$ cat src/rtl/multicycle_control_unit_if.sv
// Control/datapath bundle for the multicycle control unit.
// master = control unit (drives enables), slave = datapath side.
interface multicycle_control_unit_if;
    logic [5:0] OP;
    logic [5:0] Func;
    logic       zero;
    logic       mem_ready;

    logic       PCwrite;
    logic       IRwrite;
    logic       REGwrite;
    logic       MEMwrite;
    logic       MEMread;
    logic       ALUsel;
    logic       ext;
    logic [2:0] Branch;
    logic [2:0] REGsel;
    logic [2:0] WDsel;
    logic [3:0] ALUcon;
    logic       MDstart;
    logic       MDop;
    logic [2:0] state;
    logic       md_busy;

    modport master (
        input  OP, Func, zero, mem_ready,
        output PCwrite, IRwrite, REGwrite, MEMwrite, MEMread, ALUsel, ext,
               Branch, REGsel, WDsel, ALUcon, MDstart, MDop, state, md_busy
    );

    modport slave (
        output OP, Func, zero, mem_ready,
        input  PCwrite, IRwrite, REGwrite, MEMwrite, MEMread, ALUsel, ext,
               Branch, REGsel, WDsel, ALUcon, MDstart, MDop, state, md_busy
    );
endinterface

$ cat src/rtl/multicycle_control_unit.sv
// Multicycle MIPS-subset control FSM with an optional multiply/divide wait phase.
// Enables are decoded from the current state and forced to 0 while reset is low.
module multicycle_control_unit #(
    parameter int MULT_LAT  = 5,
    parameter int DIV_LAT   = 10,
    parameter int ENABLE_MD = 1
) (
    input  logic                        clk,
    input  logic                        reset,
    multicycle_control_unit_if.master   bus
);

    localparam int MAX_LAT = (MULT_LAT > DIV_LAT) ? MULT_LAT : DIV_LAT;
    localparam int CW      = $clog2(MAX_LAT) + 1;
    localparam logic [CW-1:0] MULT_LOAD = CW'(MULT_LAT - 1);
    localparam logic [CW-1:0] DIV_LOAD  = CW'(DIV_LAT - 1);
    localparam bit MD_EN = (ENABLE_MD != 0);

    typedef enum logic [2:0] {
        FETCH   = 3'd0,
        DECODE  = 3'd1,
        EXEC    = 3'd2,
        MEM     = 3'd3,
        WB      = 3'd4,
        MD_WAIT = 3'd5
    } state_e;

    typedef enum logic [3:0] {
        I_ILLEGAL, I_ADDU, I_SUBU, I_SLT, I_JR, I_MULT, I_DIV, I_MFHI,
        I_MFLO, I_ORI, I_LW, I_SW, I_BEQ, I_LUI, I_JAL
    } instr_e;

    localparam logic [3:0] ALU_ADD = 4'd0;
    localparam logic [3:0] ALU_SUB = 4'd1;
    localparam logic [3:0] ALU_OR  = 4'd2;
    localparam logic [3:0] ALU_SLT = 4'd3;
    localparam logic [3:0] ALU_LUI = 4'd4;

    state_e         state_q, state_d;
    logic [CW-1:0]  cnt_q, cnt_d;
    instr_e         instr;

    logic       pcw, irw, regw, memw, memr, alusel, ext_sel, mdstart, mdop, busy;
    logic [2:0] branch, regsel, wdsel;
    logic [3:0] alucon;

    always_comb begin
        instr = I_ILLEGAL;
        case (bus.OP)
            6'h00: begin
                case (bus.Func)
                    6'h21: instr = I_ADDU;
                    6'h23: instr = I_SUBU;
                    6'h2A: instr = I_SLT;
                    6'h08: instr = I_JR;
                    6'h18: if (MD_EN) instr = I_MULT;
                    6'h1A: if (MD_EN) instr = I_DIV;
                    6'h10: if (MD_EN) instr = I_MFHI;
                    6'h12: if (MD_EN) instr = I_MFLO;
                    default: ;
                endcase
            end
            6'h0D: instr = I_ORI;
            6'h23: instr = I_LW;
            6'h2B: instr = I_SW;
            6'h04: instr = I_BEQ;
            6'h0F: instr = I_LUI;
            6'h03: instr = I_JAL;
            default: ;
        endcase
    end

    always_comb begin
        // NOTE: every signal gets a default here so no path can infer a latch.
        state_d = FETCH;
        cnt_d   = cnt_q;
        pcw     = 1'b0;
        irw     = 1'b0;
        regw    = 1'b0;
        memw    = 1'b0;
        memr    = 1'b0;
        alusel  = 1'b0;
        ext_sel = 1'b0;
        mdstart = 1'b0;
        mdop    = 1'b0;
        busy    = 1'b0;
        branch  = 3'd0;
        regsel  = 3'd0;
        wdsel   = 3'd0;
        alucon  = ALU_ADD;

        case (state_q)
            FETCH: begin
                irw     = 1'b1;
                pcw     = 1'b1;
                state_d = DECODE;
            end
            DECODE: begin
                if (instr == I_JAL)          state_d = WB;
                else if (instr == I_ILLEGAL) state_d = FETCH;
                else                         state_d = EXEC;
            end
            EXEC: begin
                case (instr)
                    I_ADDU: state_d = WB;
                    I_SUBU: begin alucon = ALU_SUB; state_d = WB; end
                    I_SLT:  begin alucon = ALU_SLT; state_d = WB; end
                    I_ORI:  begin alucon = ALU_OR;  alusel = 1'b1; state_d = WB; end
                    I_LUI:  begin alucon = ALU_LUI; alusel = 1'b1; state_d = WB; end
                    I_LW, I_SW: begin
                        alusel  = 1'b1;
                        ext_sel = 1'b1;
                        state_d = MEM;
                    end
                    // Subtract so the datapath's zero flag reflects rs == rt.
                    I_BEQ: begin alucon = ALU_SUB; branch = 3'd1; pcw = bus.zero; end
                    I_JR:  begin branch = 3'd3; pcw = 1'b1; end
                    I_MULT: begin
                        mdstart = 1'b1;
                        cnt_d   = MULT_LOAD;
                        state_d = MD_WAIT;
                    end
                    I_DIV: begin
                        mdstart = 1'b1;
                        mdop    = 1'b1;
                        cnt_d   = DIV_LOAD;
                        state_d = MD_WAIT;
                    end
                    I_MFHI, I_MFLO: state_d = WB;
                    default: ;
                endcase
            end
            MEM: begin
                if (instr == I_LW) memr = 1'b1;
                else               memw = 1'b1;
                if (!bus.mem_ready)        state_d = MEM;
                else if (instr == I_LW)    state_d = WB;
            end
            WB: begin
                regw = 1'b1;
                case (instr)
                    I_ADDU, I_SUBU, I_SLT: regsel = 3'd1;
                    I_MFHI: begin regsel = 3'd1; wdsel = 3'd3; end
                    I_MFLO: begin regsel = 3'd1; wdsel = 3'd4; end
                    I_LW:   wdsel = 3'd1;
                    I_JAL: begin
                        regsel = 3'd2;
                        wdsel  = 3'd2;
                        pcw    = 1'b1;
                        branch = 3'd2;
                    end
                    default: ;
                endcase
            end
            MD_WAIT: begin
                busy = 1'b1;
                if (cnt_q != '0) begin
                    cnt_d   = cnt_q - 1'b1;
                    state_d = MD_WAIT;
                end
            end
            default: state_d = FETCH;
        endcase
    end

    // NOTE: state is updated with non-blocking assignments so every flop samples pre-edge values.
    always_ff @(posedge clk or negedge reset) begin
        if (!reset) begin
            state_q <= FETCH;
            cnt_q   <= '0;
        end else begin
            state_q <= state_d;
            cnt_q   <= cnt_d;
        end
    end

    // NOTE: outputs are gated by reset so they drop at once, even though FETCH is the reset state.
    assign bus.PCwrite  = reset & pcw;
    assign bus.IRwrite  = reset & irw;
    assign bus.REGwrite = reset & regw;
    assign bus.MEMwrite = reset & memw;
    assign bus.MEMread  = reset & memr;
    assign bus.ALUsel   = reset & alusel;
    assign bus.ext      = reset & ext_sel;
    assign bus.MDstart  = reset & mdstart;
    assign bus.MDop     = reset & mdop;
    assign bus.md_busy  = reset & busy;
    assign bus.Branch   = reset ? branch : 3'd0;
    assign bus.REGsel   = reset ? regsel : 3'd0;
    assign bus.WDsel    = reset ? wdsel  : 3'd0;
    assign bus.ALUcon   = reset ? alucon : 4'd0;
    assign bus.state    = state_q;

endmodule

$ cat src/flat_wrapper.sv
// flat-port wrapper written by rule: the top's interface ports become plain ports
module multicycle_control_unit_flat 
#(
    parameter int MULT_LAT  = 5,
    parameter int DIV_LAT   = 10,
    parameter int ENABLE_MD = 1
)
  (clk, reset, bus_OP, bus_Func, bus_zero, bus_mem_ready, bus_PCwrite, bus_IRwrite, bus_REGwrite, bus_MEMwrite, bus_MEMread, bus_ALUsel, bus_ext, bus_Branch, bus_REGsel, bus_WDsel, bus_ALUcon, bus_MDstart, bus_MDop, bus_state, bus_md_busy);
  multicycle_control_unit_if bus_i ();
  input  logic clk;
  input  logic reset;
  input wire logic [$bits(bus_i.OP)-1:0] bus_OP;
  input wire logic [$bits(bus_i.Func)-1:0] bus_Func;
  input wire logic [$bits(bus_i.zero)-1:0] bus_zero;
  input wire logic [$bits(bus_i.mem_ready)-1:0] bus_mem_ready;
  output wire logic [$bits(bus_i.PCwrite)-1:0] bus_PCwrite;
  output wire logic [$bits(bus_i.IRwrite)-1:0] bus_IRwrite;
  output wire logic [$bits(bus_i.REGwrite)-1:0] bus_REGwrite;
  output wire logic [$bits(bus_i.MEMwrite)-1:0] bus_MEMwrite;
  output wire logic [$bits(bus_i.MEMread)-1:0] bus_MEMread;
  output wire logic [$bits(bus_i.ALUsel)-1:0] bus_ALUsel;
  output wire logic [$bits(bus_i.ext)-1:0] bus_ext;
  output wire logic [$bits(bus_i.Branch)-1:0] bus_Branch;
  output wire logic [$bits(bus_i.REGsel)-1:0] bus_REGsel;
  output wire logic [$bits(bus_i.WDsel)-1:0] bus_WDsel;
  output wire logic [$bits(bus_i.ALUcon)-1:0] bus_ALUcon;
  output wire logic [$bits(bus_i.MDstart)-1:0] bus_MDstart;
  output wire logic [$bits(bus_i.MDop)-1:0] bus_MDop;
  output wire logic [$bits(bus_i.state)-1:0] bus_state;
  output wire logic [$bits(bus_i.md_busy)-1:0] bus_md_busy;
  assign bus_i.OP = bus_OP;
  assign bus_i.Func = bus_Func;
  assign bus_i.zero = bus_zero;
  assign bus_i.mem_ready = bus_mem_ready;
  assign bus_PCwrite = bus_i.PCwrite;
  assign bus_IRwrite = bus_i.IRwrite;
  assign bus_REGwrite = bus_i.REGwrite;
  assign bus_MEMwrite = bus_i.MEMwrite;
  assign bus_MEMread = bus_i.MEMread;
  assign bus_ALUsel = bus_i.ALUsel;
  assign bus_ext = bus_i.ext;
  assign bus_Branch = bus_i.Branch;
  assign bus_REGsel = bus_i.REGsel;
  assign bus_WDsel = bus_i.WDsel;
  assign bus_ALUcon = bus_i.ALUcon;
  assign bus_MDstart = bus_i.MDstart;
  assign bus_MDop = bus_i.MDop;
  assign bus_state = bus_i.state;
  assign bus_md_busy = bus_i.md_busy;
  multicycle_control_unit #(.MULT_LAT(MULT_LAT), .DIV_LAT(DIV_LAT), .ENABLE_MD(ENABLE_MD)) u_core (.clk(clk), .reset(reset), .bus(bus_i));
endmodule
$ cat config.mk
export PLATFORM = sky130hd
export DESIGN_NAME = multicycle_control_unit_flat
export DESIGN_NICKNAME = d
export VERILOG_FILES = /design/src/rtl/multicycle_control_unit_if.sv /design/src/rtl/multicycle_control_unit.sv /design/src/flat_wrapper.sv
export SDC_FILE = /design/constraint.sdc
export NUM_CORES = 1
export LEC_CHECK = 0
export CAP_MARGIN = 10
export CELL_PAD_IN_SITES_DETAIL_PLACEMENT = 1
export CELL_PAD_IN_SITES_GLOBAL_PLACEMENT = 2
export CORE_ASPECT_RATIO = 2
export CORE_MARGIN = 2
export CORE_UTILIZATION = 22
export DETAILED_ROUTE_END_ITERATION = 6
export PLACE_DENSITY_LB_ADDON = 0.1
export SLEW_MARGIN = 40
export SYNTH_ARGS = -nofsm -noshare
export SYNTH_HDL_FRONTEND = slang
export SYNTH_SLANG_ARGS = --single-unit
$ cat constraint.sdc
create_clock -name clk -period 3.3 [get_ports clk]
set_input_delay 0.99 -clock clk [delete_from_list [all_inputs] [get_ports clk]]
set_output_delay 0.99 -clock clk [all_outputs]
set_load 0.02 [all_outputs]
==> impl_metrics.yaml <==
pwr:
  p_per_area_mw_per_mm2: 212.6
  total_power_w: 0.0005769
  peakVddDrop_uv: 251.6
  p_leak_nw: 1.151
critical_path:
  cp_max_fo: 5
  rr_worst_depth: 7
  path_class: "primary input to output port"
  crit_slowest_cell: "or4_4"
  max_stage_delay_ps: 570
  worstPathArrival_ps: 2640
  crit_path_frequent_cell: "buf_6"
  r2r_setup_slack_ps: 1330
  r2r-start: "u_core.bus.state[0]$_DFF_PN0_"
  worst_r2r_endpoint: "u_core.cnt_q[1]$_DFFE_PN0P_"
  worstPathCellList: "buf_8 -> or4_4 -> a211oi_4 -> a2bb2oi_4 -> buf_6 -> nor3_4 -> a21o_1 -> buf_6"
  startpoint_type: "primary input"
  required_ps: 2310
  critPathCaptureType: "output port"
drt:
  wl_per_cell_um: 17.35
  top_layer: "met4"
  met2_wirelength_um: 3805
  first_pass_iters: 4
  drc: 0
  met3_length_um: 124
  antenna_left: 0
  wl_met1_um: 1752
  vias_per_cell: 5.190
  drt_iter0_drc: 63
  routed_wl_um: 5847
  route.vias.total: 1749
sta:
  rsz0062_at_grt: "yes"
  period_needed_ps: 3626
  fmax_ghz: 0.2758
  tns_ps: -2899
  setup_ws_ps: -325.7
  finalMaxSlewViolations: 0
  post-route-period-util_pct: 109.9
  setup_viol: 13
  finalHoldViolCount: 0
  finClkSkew_ps: 0.1881
die:
  die_area_mm2: 0.006253
  pin_count: 42
  coreArea_mm2: 0.005420
  rows: 38
  die_h_um: 109.9
  start_util_pct: 22.74
  dieWidth_um: 56.93
cts:
  cts_htree_levels: 1
  clockBufferDepth: 2
  clk_pin_slew_worst_paths_ps: 40
  clk_latency_ps: 230
  cts_tree: "built"
  hold_buffers: 0
  clock_tree.root_cell: "clkbuf_8"
  cts_num_sinks: 8
  numCtsBuffers: 3
yosys:
  synth_ff_type: "dfrtp_1"
  ys_ff_latch: 8
  synth_edf_count: 0
  yosysWarnings: 0
  synth_async_sr_flop_share_pct: 100.0
  syn_area_mm2: 0.001232
  synth_top_cell_by_area: "dfrtp_1"
  synth_top_area_share_pct: 16.24
  syn_inst: 165
  ys_top_cells_by_area: "dfrtp_1 (16%), nor2_1 (7.3%), nand2_1 (4.3%), inv_1 (3.4%), and2_1 (3.0%)"
  yosysUniqueCellTypes: 56
  syn_avg_cell_area_um2: 7.469
  ys_seq_area_share_pct: 16.24
placed_design:
  gp_congestion: 0.8335
  numPortBuffers: 38
  place_hpwl_um: 4742
status:
  violations: "negative setup slack"
  status: "finished, violations left"
final_layout:
  final_cell_mix: "buf_4 (69), buf_6 (22), nor2_1 (18), inv_1 (10)"
  drive_gt1_share_pct: 62.09
  final_core_util_pct: 50.07
  nets: 297
  fillers: 629
  num_antenna_cells: 0
  layout_commonest_cell: "buf_4"
  area_growth_pct: 120.2
min_path:
  hold_class: "flop to flop"
  hold_path_end: "u_core.cnt_q[0]$_DFFE_PN0P_"
  hold_depth: 1
  hp-start: "u_core.cnt_q[0]$_DFFE_PN0P_"
global_route:
  grt_max_degree: 14
  gr-total-overflow: 0
  grt_pass1_vias: 1929
  antenna_found_initial: 0
  globalRouteTotalUtil_pct: 18.71
  grt_pass1_wl_um: 9128
run:
  cap_violations: 0
-- worst max path at each step --
stage | from | endpoint | slack, ps | cells past startpoint
finish | bus_OP[4] | bus_Branch[1] | -330 | 8
global route | bus_OP[4] | bus_Branch[1] | -380 | 8
CTS | bus_OP[2] | bus_Branch[1] | -350 | 8
detailed placement | bus_OP[2] | bus_ALUcon[1] | -1250 | 9
global placement | bus_OP[3] | bus_Branch[1] | -1210 | 8
floorplan | bus_OP[2] | bus_Branch[1] | -140 | 6
-- cells in the mapped netlist, types with 3 or more instances --
master and instances:
a21oi_1 7, a31oi_1 5, and2_1 6, buf_4 3
clkbuf_1 3, dfrtp_1 8, inv_1 11, nand2_1 14
nand2b_1 3, nand3_1 5, nand3b_1 4, nor2_1 24
nor3_1 5, o21ai_0 4, o21bai_1 3, or2_2 3
or3_1 5, xnor2_1 3
-- worst max-delay path: cells and delay by family --
family                 cells  cell delay (ps)
buffers and inverters      3              350
and+or+nand+nor            2              720
AOI/OAI and AO/OA          3              580
-- area by class of cell --
cell class                      instances  area [um2]  share of cell area, %
Timing Repair Buffer                  116        1032                  38.04
Multi-Input combinational cell        139        1324                  48.78
Clock buffer                            3       41.29                  1.521
Inverter                               11       41.29                  1.521
Tap cell                               60       75.07                  2.766
Sequential cell                         8       200.2                  7.377
-- through the flow --
step | hold WS [ps] | instance area (um2) | instances | setup WS, ps
5_1_grt | 581.8 | 2714 | 337 | -376.5
3_3_place_gp | 548.2 | 2281 | 313 | -1214
3_5_place_dp | 559.9 | 2281 | 313 | -1251
4_1_cts | 564.9 | 2544 | 330 | -346.5
2_1_floorplan | 519.0 | 1470 | 167 | -143.4
6_report | 562.5 | 2714 | 337 | -325.7
-- kinds of logic after synthesis --
| logic type | Yosys count | share of synthesized area (%) |
|---|---|---|
| other | 1 | 0.3043 |
| DFF | 8 | 16.24 |
| adders and majority gates | 2 | 2.030 |
| buffers and inverters | 20 | 8.324 |
| muxes | 2 | 1.624 |
| and+or+nand+nor | 86 | 40.00 |
| xor gates and xnor gates | 4 | 3.453 |
| AOI/OAI and AO/OA | 42 | 28.02 |
-- routing by layer --
metal	global-route usage, %	vias to the layer above
met5	0	-
met4	7.309	0
met3	1.176	15
met2	41.38	43
met1	16.05	862
li1	-	829
-- sequential cells by signal, indices dropped and copies added, names as in the netlist --
| register | flops |
|---|---|
| u_core.bus.state | 3 |
| u_core.cnt_q | 5 |
-- power breakdown --
part           internal, W  total (W)  switching (W)
Clock            0.0000795   0.000123      0.0000435
Combinational     0.000163   0.000339       0.000175
Sequential        0.000109   0.000115     0.00000691
Total             0.000351   0.000577       0.000226
-- timing repair --
| action | CTS | global route |
|---|---|---|
| gates resized for setup | 171 | 44 |
| gates cloned | 0 | 0 |
| pin swaps | 29 | 23 |
| setup buffers | 15 | 9 |
| endpoints found under the setup margin | 20 | 18 |
No activity file was read; power rests on OpenSTA's default activity.
